**config.mk**
```make
export PLATFORM = sky130hd
export DESIGN_NAME = regfile_arbiter_flat
export DESIGN_NICKNAME = d
export VERILOG_FILES = /design/src/rtl/regfile_arbiter_if.sv /design/src/rtl/regfile_arbiter.sv /design/src/flat_wrapper.sv
export SDC_FILE = /design/constraint.sdc
export NUM_CORES = 1
export LEC_CHECK = 0
export CORE_MARGIN = 3
export CORE_UTILIZATION = 21
export CTS_CLUSTER_DIAMETER = 30
export CTS_CLUSTER_SIZE = 10
export DETAILED_ROUTE_END_ITERATION = 8
export PLACE_DENSITY = 0.79
export SKIP_LAST_GASP = 1
export SLEW_MARGIN = 20
export SYNTH_ARGS = -nofsm -noshare
export SYNTH_HDL_FRONTEND = slang
export SYNTH_SLANG_ARGS = --single-unit
```
**constraint.sdc**
```tcl
create_clock -name clk -period 2.3 [get_ports clk]
set_input_delay 0.345 -clock clk [delete_from_list [all_inputs] [get_ports clk]]
set_output_delay 0.345 -clock clk [all_outputs]
set_load 0.05 [all_outputs]
```
**src/rtl/regfile_arbiter_if.sv**
```systemverilog
// ---------------------------------------------------------------------------
// regfile_arbiter_if
//   Single-register access channel between one requester and the regfile
//   arbiter. One instance per requester (A = pipeline, B = debug/loader).
//
//   req     requester -> arbiter  access request, held with we/addr/wdata
//                                 stable until gnt
//   we      requester -> arbiter  1 = write, 0 = read
//   addr    requester -> arbiter  register address (ADDR_W bits)
//   wdata   requester -> arbiter  write data (DATA_W bits)
//   gnt     arbiter -> requester  request accepted at the coming clock edge
//   rvalid  arbiter -> requester  read data valid (one cycle after acceptance)
//   rdata   arbiter -> requester  read data, zero while rvalid=0
//
//   master : requester side, slave : arbiter side
// ---------------------------------------------------------------------------
interface regfile_arbiter_if #(
  parameter int ADDR_W = 6,
  parameter int DATA_W = 32
);
  logic              req;
  logic              we;
  logic [ADDR_W-1:0] addr;
  logic [DATA_W-1:0] wdata;
  logic              gnt;
  logic              rvalid;
  logic [DATA_W-1:0] rdata;

  modport master (output req, we, addr, wdata, input gnt, rvalid, rdata);
  modport slave  (input req, we, addr, wdata, output gnt, rvalid, rdata);
endinterface

```
**src/rtl/regfile_arbiter.sv**
```systemverilog
// ---------------------------------------------------------------------------
// regfile_arbiter
//   Shares one 64x32 register file (registered read port) between two
//   requesters. One access is granted per cycle; the granted access drives
//   the regfile ports combinationally so the regfile samples it on the
//   accepting edge, and read data is handed back one cycle later.
//
//   Parameters
//     ADDR_W    register address width
//     DATA_W    data width
//     RR_MODE   0: A has priority, B forced after MAX_WAIT denied cycles
//               1: round-robin between A and B
//     MAX_WAIT  fixed mode: consecutive denied B cycles before B is forced
//
//   Ports
//     clk       clock, all state on the rising edge
//     rst_n     synchronous reset, active low
//     a, b      requester channels (regfile_arbiter_if.slave)
//     rf_rd     regfile write address
//     rf_rs     regfile read address (sout port)
//     rf_rt     regfile read address (tout port), equal to rf_rs
//     rf_din    regfile write data
//     rf_wrt    regfile write enable
//     rf_sout   regfile registered read data
// ---------------------------------------------------------------------------
module regfile_arbiter #(
  parameter int ADDR_W   = 6,
  parameter int DATA_W   = 32,
  parameter int RR_MODE  = 0,
  parameter int MAX_WAIT = 4
) (
  input  logic              clk,
  input  logic              rst_n,
  regfile_arbiter_if.slave  a,
  regfile_arbiter_if.slave  b,
  output logic [ADDR_W-1:0] rf_rd,
  output logic [ADDR_W-1:0] rf_rs,
  output logic [ADDR_W-1:0] rf_rt,
  output logic [DATA_W-1:0] rf_din,
  output logic              rf_wrt,
  input  logic [DATA_W-1:0] rf_sout
);

  localparam int WAIT_W = (MAX_WAIT < 1) ? 1 : $clog2(MAX_WAIT + 1);

  typedef enum logic [1:0] {
    IDLE  = 2'd0,
    GNT_A = 2'd1,
    GNT_B = 2'd2
  } gnt_state_t;

  gnt_state_t        state_reg;
  gnt_state_t        state_next;
  logic              rd_pend_reg;
  logic              rd_pend_next;
  logic              prefer_b;      // who wins when both request

  logic              sel_we;
  logic [ADDR_W-1:0] sel_addr;
  logic [DATA_W-1:0] sel_wdata;

  logic              a_rvalid;
  logic              b_rvalid;

  // -------------------------------------------------------------------------
  // Contention policy. Only the selected policy's state exists.
  // -------------------------------------------------------------------------
  generate
    if (RR_MODE != 0) begin : g_rr
      // 1 = B was granted last. Resets to B so A wins the first tie.
      logic last_b_reg;

      always_ff @(posedge clk) begin
        if (!rst_n) begin
          last_b_reg <= 1'b1;
        end else if (state_next == GNT_A) begin
          last_b_reg <= 1'b0;
        end else if (state_next == GNT_B) begin
          last_b_reg <= 1'b1;
        end
      end

      assign prefer_b = !last_b_reg;
    end else begin : g_fixed
      // Consecutive cycles B has been requesting without a grant.
      logic [WAIT_W-1:0] wait_b_reg;

      always_ff @(posedge clk) begin
        if (!rst_n) begin
          wait_b_reg <= '0;
        end else if (!b.req || state_next == GNT_B) begin
          wait_b_reg <= '0;
        end else if (wait_b_reg != WAIT_W'(MAX_WAIT)) begin
          wait_b_reg <= wait_b_reg + 1'b1;
        end
      end

      assign prefer_b = (wait_b_reg == WAIT_W'(MAX_WAIT));
    end
  endgenerate

  // -------------------------------------------------------------------------
  // Arbitration state register: remembers last cycle's grant and whether it
  // was a read, which is exactly what the response path needs.
  // -------------------------------------------------------------------------
  always_ff @(posedge clk) begin
    if (!rst_n) begin
      state_reg   <= IDLE;
      rd_pend_reg <= 1'b0;
    end else begin
      state_reg   <= state_next;
      rd_pend_reg <= rd_pend_next;
    end
  end

  // Grant decision and selected-request mux. Nothing is granted while reset
  // is asserted, so no write can reach the regfile during reset.
  always_comb begin
    state_next = IDLE;
    sel_we     = 1'b0;
    sel_addr   = '0;
    sel_wdata  = '0;

    if (rst_n) begin
      if (a.req && b.req) begin
        state_next = prefer_b ? GNT_B : GNT_A;
      end else if (a.req) begin
        state_next = GNT_A;
      end else if (b.req) begin
        state_next = GNT_B;
      end
    end

    case (state_next)
      GNT_A: begin
        sel_we    = a.we;
        sel_addr  = a.addr;
        sel_wdata = a.wdata;
      end
      GNT_B: begin
        sel_we    = b.we;
        sel_addr  = b.addr;
        sel_wdata = b.wdata;
      end
      default: begin
      end
    endcase

    rd_pend_next = (state_next != IDLE) && !sel_we;
  end

  assign a.gnt = (state_next == GNT_A);
  assign b.gnt = (state_next == GNT_B);

  // Regfile drive: the sel_* defaults are zero when idle, so every rf_*
  // output is zero without a grant.
  assign rf_wrt = sel_we;
  assign rf_rd  = sel_we ? sel_addr : '0;
  assign rf_din = sel_we ? sel_wdata : '0;
  assign rf_rs  = sel_we ? '0 : sel_addr;
  assign rf_rt  = rf_rs;

  // Responses. Gating with rst_n drops a read accepted on the edge just
  // before reset asserts: its response cycle coincides with reset.
  assign a_rvalid = rst_n && rd_pend_reg && (state_reg == GNT_A);
  assign b_rvalid = rst_n && rd_pend_reg && (state_reg == GNT_B);

  assign a.rvalid = a_rvalid;
  assign b.rvalid = b_rvalid;
  assign a.rdata  = a_rvalid ? rf_sout : '0;
  assign b.rdata  = b_rvalid ? rf_sout : '0;

endmodule

```
**src/flat_wrapper.sv**
```systemverilog
// flat-port wrapper written by rule: the top's interface ports become plain ports
module regfile_arbiter_flat 
#(
  parameter int ADDR_W   = 6,
  parameter int DATA_W   = 32,
  parameter int RR_MODE  = 0,
  parameter int MAX_WAIT = 4
)
  (clk, rst_n, rf_rd, rf_rs, rf_rt, rf_din, rf_wrt, rf_sout, a_req, a_we, a_addr, a_wdata, a_gnt, a_rvalid, a_rdata, b_req, b_we, b_addr, b_wdata, b_gnt, b_rvalid, b_rdata);
  regfile_arbiter_if #(.ADDR_W(ADDR_W), .DATA_W(DATA_W)) a_i ();
  regfile_arbiter_if #(.ADDR_W(ADDR_W), .DATA_W(DATA_W)) b_i ();
  input  logic clk;
  input  logic rst_n;
  output logic [ADDR_W-1:0] rf_rd;
  output logic [ADDR_W-1:0] rf_rs;
  output logic [ADDR_W-1:0] rf_rt;
  output logic [DATA_W-1:0] rf_din;
  output logic rf_wrt;
  input  logic [DATA_W-1:0] rf_sout;
  input wire logic [$bits(a_i.req)-1:0] a_req;
  input wire logic [$bits(a_i.we)-1:0] a_we;
  input wire logic [$bits(a_i.addr)-1:0] a_addr;
  input wire logic [$bits(a_i.wdata)-1:0] a_wdata;
  output wire logic [$bits(a_i.gnt)-1:0] a_gnt;
  output wire logic [$bits(a_i.rvalid)-1:0] a_rvalid;
  output wire logic [$bits(a_i.rdata)-1:0] a_rdata;
  input wire logic [$bits(b_i.req)-1:0] b_req;
  input wire logic [$bits(b_i.we)-1:0] b_we;
  input wire logic [$bits(b_i.addr)-1:0] b_addr;
  input wire logic [$bits(b_i.wdata)-1:0] b_wdata;
  output wire logic [$bits(b_i.gnt)-1:0] b_gnt;
  output wire logic [$bits(b_i.rvalid)-1:0] b_rvalid;
  output wire logic [$bits(b_i.rdata)-1:0] b_rdata;
  assign a_i.req = a_req;
  assign a_i.we = a_we;
  assign a_i.addr = a_addr;
  assign a_i.wdata = a_wdata;
  assign a_gnt = a_i.gnt;
  assign a_rvalid = a_i.rvalid;
  assign a_rdata = a_i.rdata;
  assign b_i.req = b_req;
  assign b_i.we = b_we;
  assign b_i.addr = b_addr;
  assign b_i.wdata = b_wdata;
  assign b_gnt = b_i.gnt;
  assign b_rvalid = b_i.rvalid;
  assign b_rdata = b_i.rdata;
  regfile_arbiter #(.ADDR_W(ADDR_W), .DATA_W(DATA_W), .RR_MODE(RR_MODE), .MAX_WAIT(MAX_WAIT)) u_core (.clk(clk), .rst_n(rst_n), .a(a_i), .b(b_i), .rf_rd(rf_rd), .rf_rs(rf_rs), .rf_rt(rf_rt), .rf_din(rf_din), .rf_wrt(rf_wrt), .rf_sout(rf_sout));
endmodule
```
Yosys cells after proc, flatten, opt, wreduce, memory -nomap -nowiden
Index checks and enable logic that the tools add are counted.

cells by class
  divide/modulo/power cells = 0
  reductions and logical operators = 10
  shifts and indexed selects = 0
  add/subtract/negate cells = 1
  $lt $le $gt $ge = 0
  muxes and demuxes = 13
  bitwise gates (word level) = 1
  eq/ne operators = 6
  $mul = 0

operator list
  kind                                                 number
  2-to-1 mux 32 bit                                    3
  one-hot mux 32 bit (2 select lines)                  1
  2-to-1 mux 6 bit                                     2
  one-hot mux 6 bit (2 select lines)                   1
  2-to-1 mux 2 bit                                     5
  logical AND 1 bit                                    5
  equality test 2 x 1 -> 1 bit, second input constant  2
  equality test 2 bit, second input constant           2
  adder 3 x 1 -> 3 bit, second input constant          1
  equality test 3 bit, second input constant           1
  inequality test 3 bit, second input constant         1
  zero test 1 bit                                      2
  one-hot mux 1 bit (2 select lines)                   1
  nonzero test 2 bit                                   1
  OR reduction 2 bit                                   1
  logical OR 1 bit                                     1
  inverter 1 bit                                       1

word-level totals
  word-level logic and storage cells = 34
  output and inout bits = 119
  register bits after elaboration = 6
  bits in writable memories = 0
  memory bits (read-only) = 0
  memories = 0
  bits in latches = 0
  input bits = 114

Logic depth before layout (Yosys ltp)
  depth after elaboration = 8
  mapped depth = 9
  mapped depth without buffers = 7

Worst setup path before layout
OpenSTA, ideal clock, no wires.

  kind = register to output
  start point = register u_core.g_fixed.wait_b_reg[0]
  end point = output port rf_din[11]
  path slack = -1.063 ns
  buffers on the path = 2
  data arrival time = 3.018 ns
  data required time = 1.955 ns
  cell stages (with the launch flop) = 10
  cell sequence = dfxtp_1 inv_1 ha_1 nand2_1 a21oi_1 ha_1 buf_2 buf_2 a22oi_1 nor3_1

between the ends
  cells in the longest elaborated chain, start to end = 7
  elaborated cells on any way between the ends = 9
  those cells by class = eq/ne: 3; mux: 6

ends and longest elaborated chain
  element                                                                                    RTL line                source
  start, declared                                                                            regfile_arbiter.sv:86   logic [WAIT_W-1:0] wait_b_reg;
  start signal, assigned                                                                     regfile_arbiter.sv:94   wait_b_reg <= wait_b_reg + 1'b1;
  equality test 3 bit (*)                                                                    regfile_arbiter.sv:98   assign prefer_b = (wait_b_reg == WAIT_W'(MAX_WAIT));
  2-to-1 mux 2 bit (*)                                                                       regfile_arbiter.sv:126  state_next = prefer_b ? GNT_B : GNT_A;
  2-to-1 mux 2 bit (*)                                                                       regfile_arbiter.sv:125  if (a.req && b.req) begin
  2-to-1 mux 2 bit (*)                                                                       regfile_arbiter.sv:124  if (rst_n) begin
  via u_core.state_next[1]                                                                   regfile_arbiter.sv:53   gnt_state_t state_next;
  equality test 2 bit (*)                                                                    --
  via b_gnt                                                                                  flat_wrapper.sv:31      output wire logic [$bits(b_i.gnt)-1:0] b_gnt;
  one-hot mux 32 bit (2 select lines) or one-hot mux 1 bit (2 select lines) (tied branches)  regfile_arbiter.sv:134  case (state_next)
  2-to-1 mux 32 bit (*)                                                                      regfile_arbiter.sv:159  assign rf_din = sel_we ? sel_wdata : '0;
  end, declared                                                                              flat_wrapper.sv:17      output logic [DATA_W-1:0] rf_din;

Mark *: on every way through the listed nets, which the timed path passes. The rest lies on a longest branch.

Worst setup path after layout
  start point = register u_core.g_fixed.wait_b_reg[0]
  end point = output port rf_rs[2]

between the ends
  cells in the longest elaborated chain, start to end = 7
  elaborated cells on any way between the ends = 9
  those cells by class = eq/ne: 3; mux: 6

ends and longest elaborated chain
  element                                                                                   RTL line                source
  equality test 3 bit (*)                                                                   regfile_arbiter.sv:98
  2-to-1 mux 2 bit (*)                                                                      regfile_arbiter.sv:126
  2-to-1 mux 2 bit (*)                                                                      regfile_arbiter.sv:125
  2-to-1 mux 2 bit (*)                                                                      regfile_arbiter.sv:124
  equality test 2 bit or equality test 2 x 1 -> 1 bit (tied branches)                       regfile_arbiter.sv:134
  one-hot mux 6 bit (2 select lines) or one-hot mux 1 bit (2 select lines) (tied branches)  regfile_arbiter.sv:134
  2-to-1 mux 6 bit (*)                                                                      regfile_arbiter.sv:160  assign rf_rs = sel_we ? '0 : sel_addr;
  end, declared                                                                             flat_wrapper.sv:15      output logic [ADDR_W-1:0] rf_rs;

Mark *: on every way between the ends. The rest lies on a longest branch, timed or not.

==> metrics.md <==
| Metric | Value |
|---|---|
| # rows | 30 |
| Core ar. | 6832 um^2 |
| Compound-cell area share of the yosys netlist | 0.2407 |
| WL final | 10.98 mm |
| Hold-fix buffers, CTS | 0 |
| Endpoints failing setup | 51 |
| CTS tree | built |
| Worst vdd ir | 0.2704 mV |
| Worst Setup Start Kind | flop |
| Worst reg-to-reg path cell count | 7 |
| Crit-path cells | inv_2 -> ha_4 -> nand2_4 -> a21o_1 -> ha_4 -> a221o_4 -> nor2_4 -> buf_8 |
| Clock power frac | 0.158 |
| Critical Setup Path Class | reg2out |
| Mapped Cells | 216 |
| Largest register FFs | 3 |
| Distinct cell type count after synthesis | 24 |
| Layout Cells excl Fill | 561 |
| Final period util | 1.070 |
| Switching Share | 0.3994 |
| Worst EP arrival | 2.12 ns |
| Final worst slack | -0.1600 ns |
| Top cell by count, worst path | ha_4 |
| Sequential share of the synthesized area | 0.08081 |
| Primary FF master, synth | dfxtp_1 |
| Worst Setup SP | u_core.g_fixed.wait_b_reg[0] |
| Chip height | 90.13 um |
| CTS Sinks | 6 |
| Synth area leaders | and2_1, a22oi_1, nor3_1, dfxtp_1, and2_2 |
| Worst Hold Class | reg2reg |
| Power Internal | 0.5992 mW |
| ANT cells | 0 |
| R2R Path Start | u_core.g_fixed.wait_b_reg[0] |
| Async SR Flop Fraction | 0 |
| Synth Area in XOR/XNOR | 0 |
| Synth Cell Area | 1486 um^2 |
| FF+latch count, synth | 6 |
| CP max-delay cell | a221o_4 |
| Tmin final | 2.460 ns |
| CTS buffer count | 3 |
| Clock buffer depth | 2 |
| Worst-Margin Slew | 0.4062 ns |
| Most instantiated library cell after synthesis | and2_1 |
| Vias/cell | 4.775 |
| Mux share of post-synthesis cell area | 0 |
| Vias in the first global route | 2921 |
| Status | finished with violations |
| Power Density | 173.2 nW/um^2 |
| PortBufs | 232 |
| CP max stage delay | 0.43 ns |
| Net Count, Synth | 336 |
| Ys Warns | 0 |
| Initial antenna violation count | 0 |
| Later-pin clock latency in the skew report | 0.22 ns |
| MaxCap Viol Count | 0 |
| Ports | 233 |
| Routability Congestion | 0.8271 |
| Post-synth top cells | and2_1, a22oi_1, nor3_1, and2_2, buf_2 |
| End point of the critical path | rf_rs[2] |
| Routed via count | 2679 |
| Worst Clk Skew | 0.0009788 ns |
| Fill cell total of the finished layout | 363 |
| Logic gate share of total power | 0.729 |
| P_sw | 0.3985 mW |
| Router iterations before antenna repair | 4 |
| Post-synth top area share | 0.2189 |
| RSZ-0062 raised after global routing | true |
| Failing checks | setup timing |
| 1st-iter DRT viols | 67 |
| Die area | 8123 um^2 |
| Synth area leader | and2_1 |
| Dpl hpwl | 8.626 mm |
| Syn avg cell area | 6.882 um^2 |
| Final Hold Viols | 0 |
| # DRC | 0 |
| Grt total ovfl | 0 |
| Global Route Usage Sum | 0.2639 |
| Post-synth EDFFs | 0 |
| Simple-Gate Fraction of Synth Area | 0.4891 |
| DP Cell Count | 550 |
| Die Wd | 90.13 um |
| Layout cells sized above 1 | 0.5720 |
| Combinational family with the most area after synthesis | simple AND/OR/NAND/NOR gates |
| CP max FO | 6 |
| Initial core utilization | 0.2176 |
| Final Power | 0.9977 mW |
| Slew margin rel. | 0.7292 |
| Critical Path RT | 1.96 ns |
| Crit end category | output pin |
| Post-route antenna net violation count | 0 |
| Root Buffer | clkbuf_8 |
| CTS HTree Levels | 1 |
| Leakage | 2.431 nW |
| WL/cell | 19.58 um |
| Clk pin slew, worst setup/hold paths | 0.04 ns |
| Adder-cell share of the synthesized area | 0.05051 |
| Max Fclk | 0.4065 GHz |
| Max Transition Viols Final | 0 |
| Reg power frac | 0.112 |
| Area Growth Syn to Fin | 287.5% |
| Largest net degree at the start of global routing | 34 |
| First-pass GRT wire length | 17.21 mm |
| R2R Path End | u_core.rd_pend_reg |
| R2r setup slk | 0.55 ns |
| Fin nets | 587 |
[placed cells by master, fill, tap and decap left out, types with 4 or more instances in the layout]
master           synthesis  routed
buf_4                    7      24
nor3_4                   0      38
clkdlybuf4s50_1          0     110
ha_4                     0       4
buf_8                    0       5
dfxtp_1                  6       4
and2_1                  52      52
and2_2                  12      12
buf_12                   0      80
nor2_4                   0       7
a22oi_2                  0      24
a22oi_1                 39      15
buf_6                    6      54
[metrics by stage]
stage	instance area (um^2)	setup slack [ns]	hold slack, ns	setup TNS, ns	utilization
global placement	5231	-0.3744	0.4831	-16.89	0.7658
global route	5761	-0.2220	0.6209	-8.886	0.8432
finish	5761	-0.1600	0.6106	-5.291	0.8432
detailed placement	5231	-0.4942	0.4916	-22.31	0.7658
floorplan	2053	-0.1469	0.4369	-1.595	-
CTS	5748	-0.1250	0.6006	-3.903	0.8414
[power groups by stage]
stage / logic [mW] / clock network (mW) / registers (mW)
final: 0.728 / 0.158 / 0.112
after floorplan: 0.291 / 0 / 0.114
after CTS: 0.722 / 0.161 / 0.112
after global routing: 0.760 / 0.169 / 0.112
after global placement: 0.641 / 0 / 0.113
after detailed placement: 0.658 / 0 / 0.114
[critical path: cells and delay by family, from the launching register on]
family                     cells  cell delay [ns]
AOI/OAI and AO/OA              2             0.64
adders and majority gates      2             0.42
buffers and inverters          2             0.24
DFF                            1             0.31
and+or+nand+nor                2             0.26
[per-layer routing]
layer,global-route usage,up-vias,routed length [um]
met2,0.5563,127,6594
met5,0,-,0
met3,0.06025,10,734
met4,0.02168,0,110
met1,0.2662,1272,3544
li1,-,1270,-
[cell type report]
type | count | area [um^2] | share of cell area
sequential | 6 | 122.6 | 0.02129
multi-input combinational | 177 | 1872 | 0.3249
inverter | 3 | 11.26 | 0.001955
timing repair buffer | 276 | 3593 | 0.6238
clock buffer | 3 | 41.29 | 0.007168
tap | 96 | 120.1 | 0.02085
[what timing repair did]
item / CTS / global route
gates cloned: 1 / 0
resized for setup: 98 / 8
pin swaps: 24 / 18
setup buffers: 9 / 4
endpoints found under the setup margin: 53 / 51
[worst min path at each step]
stage | slack (ns) | end | start | depth (start not counted)
3_5_place_dp | 0.49 | u_core.g_fixed.wait_b_reg[1] | u_core.g_fixed.wait_b_reg[1] | 2
6_report | 0.61 | u_core.state_reg[1] | u_core.g_fixed.wait_b_reg[2] | 2
3_3_place_gp | 0.48 | u_core.g_fixed.wait_b_reg[1] | u_core.g_fixed.wait_b_reg[1] | 2
2_1_floorplan | 0.44 | u_core.state_reg[1] | a_req | 1
5_1_grt | 0.62 | u_core.state_reg[1] | u_core.g_fixed.wait_b_reg[2] | 2
4_1_cts | 0.60 | u_core.state_reg[1] | u_core.g_fixed.wait_b_reg[2] | 2
[cell families after synthesis]
kind of cell,after synthesis
buffers and inverters,33
and+or+nand+nor,123
AOI/OAI and AO/OA,48
DFF,6
adders and majority gates,6
Note: power is estimated with default switching activity, not from simulation.
